### src/rtl/wb_trace_fifo.sv
// wb_trace_fifo: records (PC, write-back data) whenever WriteData changes,
// drains via valid/ready, and folds every event into a rotating signature.
module wb_trace_fifo #(
   parameter int DEPTH = 16
) (
   input  logic                   Clk,
   input  logic                   Rst,
   input  logic [31:0]            PCValue,
   input  logic [31:0]            WriteData,
   input  logic                   Freeze,
   input  logic                   RdReady,
   output logic                   RdValid,
   output logic [31:0]            RdPC,
   output logic [31:0]            RdData,
   output logic [$clog2(DEPTH):0] Count,
   output logic                   Overflow,
   output logic [31:0]            Signature
);
   localparam int AW = $clog2(DEPTH);
   localparam int CW = AW + 1;
   localparam logic [CW-1:0] FULL = CW'(DEPTH);

   logic [63:0]   mem_q [DEPTH];
   logic [63:0]   wr_entry_d;
   logic [31:0]   prev_wd_q, prev_wd_d;
   logic          prev_valid_q, prev_valid_d;
   logic [AW-1:0] wr_ptr_q, wr_ptr_d;
   logic [AW-1:0] rd_ptr_q, rd_ptr_d;
   logic [CW-1:0] count_q, count_d;
   logic          overflow_q, overflow_d;
   logic [31:0]   sig_q, sig_d;
   logic          ev;
   logic          pop;
   logic          push;

   // event detection, handshake decode and next-state for all registers
   always_comb begin
      ev           = !Freeze && (!prev_valid_q || (WriteData != prev_wd_q));
      pop          = (count_q != '0) && RdReady;
      push         = ev && ((count_q != FULL) || pop);
      wr_entry_d   = {PCValue, WriteData};
      prev_wd_d    = WriteData;
      prev_valid_d = 1'b1;
      wr_ptr_d     = wr_ptr_q;
      rd_ptr_d     = rd_ptr_q;
      count_d      = count_q;
      overflow_d   = overflow_q;
      sig_d        = sig_q;
      if (push) begin
         wr_ptr_d = wr_ptr_q + AW'(1);
      end
      if (pop) begin
         rd_ptr_d = rd_ptr_q + AW'(1);
      end
      if (push && !pop) begin
         count_d = count_q + CW'(1);
      end else if (pop && !push) begin
         count_d = count_q - CW'(1);
      end
      if (ev && !push) begin
         overflow_d = 1'b1;
      end
      if (ev) begin
         sig_d = {sig_q[30:0], sig_q[31]} ^ WriteData;
      end
   end

   // control and tracking registers, synchronous reset
   always_ff @(posedge Clk) begin
      if (Rst) begin
         prev_wd_q    <= '0;
         prev_valid_q <= 1'b0;
         wr_ptr_q     <= '0;
         rd_ptr_q     <= '0;
         count_q      <= '0;
         overflow_q   <= 1'b0;
         sig_q        <= '0;
      end else begin
         prev_wd_q    <= prev_wd_d;
         prev_valid_q <= prev_valid_d;
         wr_ptr_q     <= wr_ptr_d;
         rd_ptr_q     <= rd_ptr_d;
         count_q      <= count_d;
         overflow_q   <= overflow_d;
         sig_q        <= sig_d;
      end
   end

   // entry storage; contents stay hidden behind the empty gate after reset
   always_ff @(posedge Clk) begin
      if (push && !Rst) begin
         mem_q[wr_ptr_q] <= wr_entry_d;
      end
   end

   // head outputs, forced to zero while empty
   always_comb begin
      RdValid   = (count_q != '0);
      RdPC      = '0;
      RdData    = '0;
      if (RdValid) begin
         {RdPC, RdData} = mem_q[rd_ptr_q];
      end
      Count     = count_q;
      Overflow  = overflow_q;
      Signature = sig_q;
   end

endmodule

### config.mk
export PLATFORM = sky130hd
export DESIGN_NAME = wb_trace_fifo
export DESIGN_NICKNAME = d
export VERILOG_FILES = /design/src/rtl/wb_trace_fifo.sv
export SDC_FILE = /design/constraint.sdc
export NUM_CORES = 1
export LEC_CHECK = 0
export ABC_AREA = 1
export BUFFER_PORTS_ARGS = -buffer_cell sky130_fd_sc_hd__buf_4
export CAP_MARGIN = 20
export CORE_ASPECT_RATIO = 0.9
export CORE_UTILIZATION = 60
export DETAILED_ROUTE_END_ITERATION = 8
export PLACE_DENSITY_LB_ADDON = 0.08
export SLEW_MARGIN = 20
export SYNTH_ARGS = -nofsm -noshare
export SYNTH_HDL_FRONTEND = slang
export SYNTH_SLANG_ARGS = --single-unit
export TNS_END_PERCENT = 50
### constraint.sdc
create_clock -name Clk -period 5 [get_ports Clk]
set_input_delay 0.5 -clock Clk [delete_from_list [all_inputs] [get_ports Clk]]
set_output_delay 0.5 -clock Clk [all_outputs]
set_load 0.005 [all_outputs]
Word-level counts from Yosys, hierarchy flattened
Memory sizes are Yosys's and may differ from the RTL's. A register that Yosys moved wholly into a read port is not among the register bits.
Index checks and enable logic that the tools add are counted.
{ "totals": {"reg_bits": 79, "ramBits": 1024, "inputBits": 68, "out_inout_bits": 103, "wordCells": 40, "n_memories": 1} }
{ "op_classes": {"n_addsub": 4, "eq_ne": 2, "mux": 9, "bitwise": 1, "reduce_logical": 16} }
{ "mem_list": {"columns": ["memory", "depth", "width", "rd", "rd_clocked_by_memory_dff", "wr", "line_no", "rtl"], "rows": [
  ["mem_q", 16, 64, 1, 1, 1, "23", "logic [63:0] mem_q [DEPTH];"]
]} }
{ "ops": {"columns": ["operator", "count"], "rows": [
  ["2-to-1 mux 32 bit", 2],
  ["!= test 32 bit", 1],
  ["XOR 32 bit", 1],
  ["2-to-1 mux 5 bit", 2],
  ["adder 4 x 1 -> 4 bit (second input constant)", 2],
  ["2-to-1 mux 4 bit", 2],
  ["logical AND 1 bit", 7],
  ["adder 5 x 1 -> 5 bit (second input constant)", 1],
  ["logical NOT 1 bit", 5],
  ["!= test 5 bit (second input constant)", 1],
  ["nonzero test 5 bit", 1],
  ["subtractor 5 x 1 -> 5 bit (second input constant)", 1],
  ["2-to-1 mux 1 bit", 3],
  ["logical OR 1 bit", 2],
  ["nonzero test 2 bit", 1]
]} }

Longest topological paths before layout
Gate-level depths: netlist (run 1).
{ "depth": {"ltp_word": 8, "depth_mapped": 21, "ltp_nobuf": 21} }

Least setup slack after synthesis (run 1)
Ideal clock, no wire load.
{ "synth_timing": {"path_kind": "input to register", "from": "input port WriteData[31]", "to": "memory mem_q[0][0] (enable)", "setup_time_ns": 0.486, "arrival_time_ns": 3.946, "t_required_ns": 4.514, "setup_slack_ns": 0.568, "cell_stages": 13, "n_path_buf": 0, "cell_sequence": "inv_1 > nand2_1 > nand2_1 > inv_1 > nand3_1 > nor2_1 > nand2_1 > nor2_2 > nand2_4 > nand3_4 > inv_2 > nand2_4 > nor2_1"} }
{ "synth_between": {"elab_chain_cells": 7} }
{ "synth_rtl": {"columns": ["element", "line_no", "rtl"], "rows": [
  ["from (decl)", "9", "input logic [31:0] WriteData,"],
  ["!= test 32 bit", "38", "ev = !Freeze && (!prev_valid_q || (WriteData != prev_wd_q));"],
  ["logical OR 1 bit", "38", null],
  ["logical AND 1 bit", "38", null],
  ["logical AND 1 bit", "40", "push = ev && ((count_q != FULL) || pop);"],
  ["logical AND 1 bit", "91", "if (push && !Rst) begin"],
  ["2-to-1 mux 1 bit", "91", null],
  ["2-to-1 mux 1 bit (not written as such)", "92", "mem_q[wr_ptr_q] <= wr_entry_d;"],
  ["to (decl)", "23", null]
]} }
Every way passes these cells.

==> results_dict.tcl, run 1 <==
set metrics [dict create \
    detail_route.first_pass.iterations 5 \
    max_freq_mhz 241 \
    r2r_slack_ns 1.66 \
    cp_num_buf_inv 3 \
    antenna_found_initial 2 \
    finalSetupViolCount 0 \
    irDropWorstVdd_mv 0.339 \
    tightest_slew_ns 1.01 \
    seq_power_share_pct 44.5 \
    track_usage_pct 29.9 \
    pwr-share-comb_pct 20.3 \
    grt_overflow_total 0 \
    maxSlewViolCount 0 \
    worstRegToRegCells 15 \
    grt_pass1_wl_um 164000 \
    worstSetupPathType "flip-flop to primary output" \
    cts_sinks 1107 \
    crit_chain "inv_12 > buf_4 > o21ai_0 > o221ai_1 > nand3_1 > a21oi_1 > buf_4" \
    cts_max_level 3 \
    syn_area_um2 43500 \
    drc_errors 0 \
    power.share.clock_pct 35.2 \
    hold_violations 0 \
    status "completed" \
    fin_tns_setup_ns 0 \
    cp_common_cell "buf_4" \
    start_util_pct 60.7 \
    path_clk_slew_ns 0.07 \
    drtIter0Drc 3273 \
    io_pins 171 \
    synth_area_leaders "edfxtp_1, o21ai_0, nor2_1" \
    place_inst 4190 \
    stdcell_count 4392 \
    maxCapViolCount 0 \
    fillerInstances 4913 \
    cts_resized 0 \
    layout-drive-gt1-share_pct 13.3 \
    syn_area_per_cell_um2 13.4 \
    pwr_density_cell_nw_per_um2 478 \
    cpMaxStageDelayCell "inv_12" \
    cp.required_ns 4.50 \
    clk_latency_ns 0.68 \
    tritoncts "done" \
    slew_headroom_pct 32.6 \
    critPathCapture "RdData[10]" \
    p_leak_uw 0.0162 \
    gp_congestion 0.789 \
    clk_path_buf_depth 3 \
    layout_commonest_cell "edfxtp_1" \
    synth_seq_cells 1107 \
    antenna_cells 0 \
    yosys.area.top_type_share_pct 70.7 \
    p_sw_uw 6760 \
    clock_skew_ns 0.0225 \
    rsz0062_at_grt "false" \
    yosysWarningCount 0 \
    synth_area_leader_cell "edfxtp_1" \
    finalNetCount 3427 \
    cts-root-buf "clkbuf_16" \
    cts_setup_buffers 0 \
    die_h_um 257 \
    min_period_over_period_pct 83.1 \
    grt_max_degree 223 \
    hpwl_um 51900 \
    swShare_pct 28.7 \
    cts_hold_buf 0 \
    routed_wl_um 110000 \
    wl_per_cell_um 25.0 \
    path_max_fanout 222 \
    port_buffers 170 \
    areaGrowthSynthToFinish_pct 13.3 \
    core-area_um2 71700 \
    fin_crit_ns 4.16 \
    numCtsBuffers 107 \
    die-area_um2 73600 \
    cp.arrival_ns 3.66 \
    grt_pass1_vias 27100 \
    crit_family "buffers and inverters" \
    ys_seq_area_share_pct 74.5 \
    die_w_um 286 \
    routed_via_density 6.34 \
    r2r_end "Count[4]$_SDFFE_PP0P_" \
    worstHoldStart "PCValue[22]" \
    syn-num-nets 3328 \
    vias 27800 \
    row_count 93 \
    ant_nets 0 \
    start_kind "flip-flop" \
    synth_cell_types 36 \
    min_path_type "input pin to flip-flop" \
    cpPeakStageDelay_ns 0.75 \
    end_kind "primary output" \
    postSynthCellCount 3250 \
    p_int_uw 16800 \
    layout_common_cells "edfxtp_1, nor2_1, o21ai_0" \
    crit_cells 7 \
    r2r-start "Count[0]$_SDFFE_PP0P_" \
]
[state kept, by name, indices dropped and copies added (netlist names), named ones only]
signal,flops
rd_ptr_q,4
mem_q,1024
prev_valid_q,1
Count,5
Overflow,1
wr_ptr_q,4
Signature,32
prev_wd_q,32
[kinds of logic after synthesis]
kind of cell,share of synthesized area (%)
AO/OA/AOI/OAI,13.2
XOR/XNOR,0.966
adder cells (fa/ha/maj),0.305
buffers and inverters,3.33
flip-flops,74.5
AND/OR/NAND/NOR,7.71
[Yosys cell counts]
cell type	count
nand2_1	77
o221ai_1	190
edfxtp_1	1024
buf_1	8
a21oi_1	73
nand3_1	69
clkbuf_1	128
nor2_4	2
nor2_1	615
buf_8	2
a21o_1	2
dfxtp_1	83
nand2_2	2
nor2_2	40
ha_1	9
xnor2_1	12
o211ai_1	66
buf_12	1
buf_2	61
o21ai_1	57
nand2_4	2
inv_2	6
nor3_1	1
nand4_1	10
inv_4	1
fa_1	1
a31oi_1	1
buf_4	24
xor2_1	36
o21ai_0	496
o22ai_1	67
inv_1	73
nand3_4	1
nand2_8	1
buf_6	8
inv_6	1
[power by group through the flow]
stage	logic [uW]	clock network (uW)	registers [uW]
after floorplan	2900	0	10600
after global placement	4610	0	10700
after detailed placement	4730	0	10700
after CTS	4760	8370	10500
after global routing	5210	8710	10500
final	4780	8280	10500
[metal layers]
| metal | GRT usage [%] | part of all wire, % | wire length [um] |
|---|---|---|---|
| met5 | 0 | 0.012 | 13 |
| met4 | 10.1 | 3.0 | 3320 |
| met3 | 4.46 | 9.1 | 10000 |
| met2 | 47.7 | 48 | 52200 |
| met1 | 42.5 | 40 | 44300 |
[metrics by stage]
stage               cell area (um2)  worst slack (ns)  utilization, %  power (uW)  hold slack, ns
finish                        49300             0.843            68.8       23600           0.121
global route                  49300             0.696            68.8       24400           0.114
CTS                           49300             0.891            68.8       23600          0.0970
detailed placement            45600              1.59            63.7       15400           0.464
global placement              45600              1.61            63.7       15300           0.450
floorplan                     43500             0.568               -       13500           0.446
[final cells by class]
| class | count | area, um2 | share of cell area [%] |
|---|---|---|---|
| timing repair buffer | 222 | 1950 | 3.97 |
| sequential | 1107 | 32400 | 65.8 |
| tap | 950 | 1190 | 2.41 |
| clock buffer | 137 | 2860 | 5.81 |
| inverter | 81 | 330 | 0.670 |
| multi-input combinational | 1830 | 9740 | 19.8 |
| clock inverter | 65 | 781 | 1.58 |
[how the worst min path moves through the flow]
stage	end	depth (start not counted)	slack [ns]
2_1_floorplan	flip-flop	2	0.45
3_3_place_gp	Overflow$_SDFFE_PP0P_	2	0.45
3_5_place_dp	Overflow$_SDFFE_PP0P_	2	0.46
4_1_cts	mem_q[12][57]$_DFFE_PP_	1	0.1
5_1_grt	mem_q[11][57]$_DFFE_PP_	1	0.11
6_report	mem_q[10][54]$_DFFE_PP_	1	0.12
No activity file was read; power rests on OpenSTA's default activity.
==> run 2, diff against run 1 <==
- ABC_AREA: 1 -> 0
- CORE_UTILIZATION: 60 -> 55
- clock period: 5 -> 3.3 ns (I/O delays scaled with it)
==> run 2 against run 1 <==
  * Core utilization decreased by 2.8 points
  * Setup slack got worse by 0.79 ns
  * Worst hold slack got worse by 0.080 ns
  * Flip-flop and latch count unchanged
  * Combinational power increased by 77%
  * Via count decreased by 28%
  * Synthesized cell count decreased by 42%
  * Synthesized area decreased by 2.2%
  * Non-clock buffer count increased by 91
  * Die area increased by 6.7%
  * Clock power increased by 45%
==> results_dict.tcl, run 2 <==
set metrics [dict create \
    syn-num-nets 1949 \
    cp_num_buf_inv 4 \
    pwr_density_cell_nw_per_um2 719 \
    fin_tns_setup_ns 0 \
    yosysWarningCount 0 \
    track_usage_pct 25.1 \
    hpwl_um 50400 \
    cts_sinks 1107 \
    numCtsBuffers 107 \
    stdcell_count 3315 \
    syn_area_per_cell_um2 22.7 \
    crit_family "multiplexers" \
    areaGrowthSynthToFinish_pct 18.5 \
    row_count 96 \
    antenna_cells 0 \
    die-area_um2 78500 \
    worstSetupPathType "flip-flop to primary output" \
    synth_area_leaders "edfxtp_1, mux4_2, dfxtp_1" \
    tightest_slew_ns 1.01 \
    grt_pass1_vias 20800 \
    start_kind "flip-flop" \
    irDropWorstVdd_mv 0.517 \
    postSynthCellCount 1871 \
    cp.required_ns 2.97 \
    place_ws_ns 0.140 \
    cpMaxStageDelayCell "mux4_2" \
    drc_errors 0 \
    start_util_pct 55.7 \
    finalNetCount 2272 \
    synth_most_common_cell "edfxtp_1" \
    routed_via_density 6.08 \
    hold_violations 0 \
    grt_pass1_wl_um 141000 \
    synth-main-ff-cell "edfxtp_1" \
    design_area_um2 50400 \
    cpPeakStageDelay_ns 0.52 \
    cts-root-buf "clkbuf_16" \
    rsz0062_at_grt "true" \
    layout_common_cells "edfxtp_1, mux4_2, buf_4" \
    end_kind "primary output" \
    die_h_um 266 \
    ant_nets 0 \
    clk_path_buf_depth 3 \
    io_pins 171 \
    synth_cell_types 37 \
    clock_skew_ns 0.0179 \
    synthArstFlopShare_pct 0 \
    largest_register_ffs 1024 \
    layout-drive-gt1-share_pct 34.6 \
    syn_area_um2 42500 \
    grt_overflow_total 0 \
    yosys.area.top_type_share_pct 72.3 \
    maxCapViolCount 0 \
    fin_crit_ns 3.24 \
    clk_latency_ns 0.66 \
    detail_route.first_pass.iterations 7 \
    gp_congestion 0.770 \
    tritoncts "done" \
    fin_ws_ns 0.0582 \
    port_buffers 170 \
    place_area_um2 46100 \
    die_w_um 295 \
    synth_area_leader_cell "edfxtp_1" \
    layout_commonest_cell "edfxtp_1" \
    maxSlewViolCount 0 \
    min_period_over_period_pct 98.2 \
    ys_seq_area_share_pct 76.2 \
    synth-edff-count 1024 \
    min_path_type "input pin to flip-flop" \
    slew_headroom_pct 33.0 \
    vias 20100 \
    synth_seq_cells 1107 \
    largest_register "mem_q" \
    cts_max_level 3 \
    cp.arrival_ns 2.91 \
    grt_max_degree 98 \
    place_inst 3056 \
    finalSetupViolCount 0 \
    max_freq_mhz 308 \
    path_max_fanout 15 \
    core-area_um2 76400 \
    routed_wl_um 95300 \
    path_clk_slew_ns 0.06 \
    p_leak_uw 0.0160 \
    crit_chain "buf_12 > buf_16 > buf_12 > mux4_2 > mux4_2 > and2_1 > buf_4" \
    drtIter0Drc 1971 \
    wl_per_cell_um 28.8 \
    status "completed" \
    antenna_found_initial 2 \
    synth_commonest_cells "edfxtp_1, mux4_2, dfxtp_1, and2_1" \
]
==> run 2: changes by cell type after synthesis, sizes merged, moves of 75 or more <==
cell | before | now
nor2 | 657 | 47
o21ai | 553 | 2
mux4 | 0 | 320
inv | 81 | 6
clkbuf | 128 | 47
o221ai | 190 | 0
==> run 2: layout make-up <==
class                           count  area, um2
Clock buffer                      158       3070
Clock inverter                     43        409
Fill cell                        4961      26000
Inverter                            6       22.5
Multi-Input combinational cell    659       9950
Sequential cell                  1107      32400
Tap cell                         1029       1290
Timing Repair Buffer              313       3240
==> run 2: path summary, 6_finish.rpt <==
path | from | endpoint | slack, ns | cells after the start
setup reg to reg | Count[0]$_SDFFE_PP0P_ | Count[4]$_SDFFE_PP0P_ | 0.19 | 11
hold reg to reg | Overflow$_SDFFE_PP0P_ | Overflow$_SDFFE_PP0P_ | 0.48 | 2
hold / removal | WriteData[3] | mem_q[9][3]$_DFFE_PP_ | 0.04 | 1
setup / recovery | flip-flop | RdData[2] | 0.06 | 7
==> run 2: worst register-to-register path: cells and delay by family, from the launching register on <==
family,cells,cell delay (ns)
buffers and inverters,1,0.11
AO/OA/AOI/OAI,3,0.48
XOR/XNOR,1,0.09
adder cells (fa/ha/maj),2,0.66
AND/OR/NAND/NOR,4,1.35
flip-flops,1,0.35
==> run 2: power breakdown <==
part | internal [uW] | total (uW) | switching [uW]
clock network | 7040 | 12000 | 4990
registers | 15600 | 15700 | 145
logic | 4800 | 8480 | 3680
total | 27400 | 36200 | 8820
==> run 2: per-stage QoR <==
stage	power (uW)	hold WS (ns)	utilization (%)
after floorplan	21200	0.429	-
after global placement	23800	0.466	60.3
after detailed placement	23800	0.465	60.3
after CTS	36200	0.00331	65.7
after global routing	37600	0.0124	66.0
final	36200	0.0412	66.0
==> run 2: metal layers <==
metal / vias up / track usage, % / wire, um
met5: - / 0 / 0
met4: 0 / 6.23 / 1900
met3: 122 / 4.21 / 5650
met2: 667 / 39.7 / 46600
met1: 10900 / 37.0 / 41200
li1: 8488 / - / -
==> run 2: logic make-up after synthesis <==
logic type	count (synthesis)	synth area share, %
flops	1107	76.2
mux	323	17.1
simple gates	207	2.68
buf+inv	105	1.47
xor+xnor	70	1.44
compound gates	49	0.806
fa+ha+maj	10	0.312
==> run 2: what timing repair did <==
item                                    in CTS  in global routing
hold buffers                                36                  0
resized for setup                           16                 16
cloned                                       3                  5
endpoints found under the setup margin      55                 30
hold endpoints to repair                   547                  0
setup buffers                               10                  4
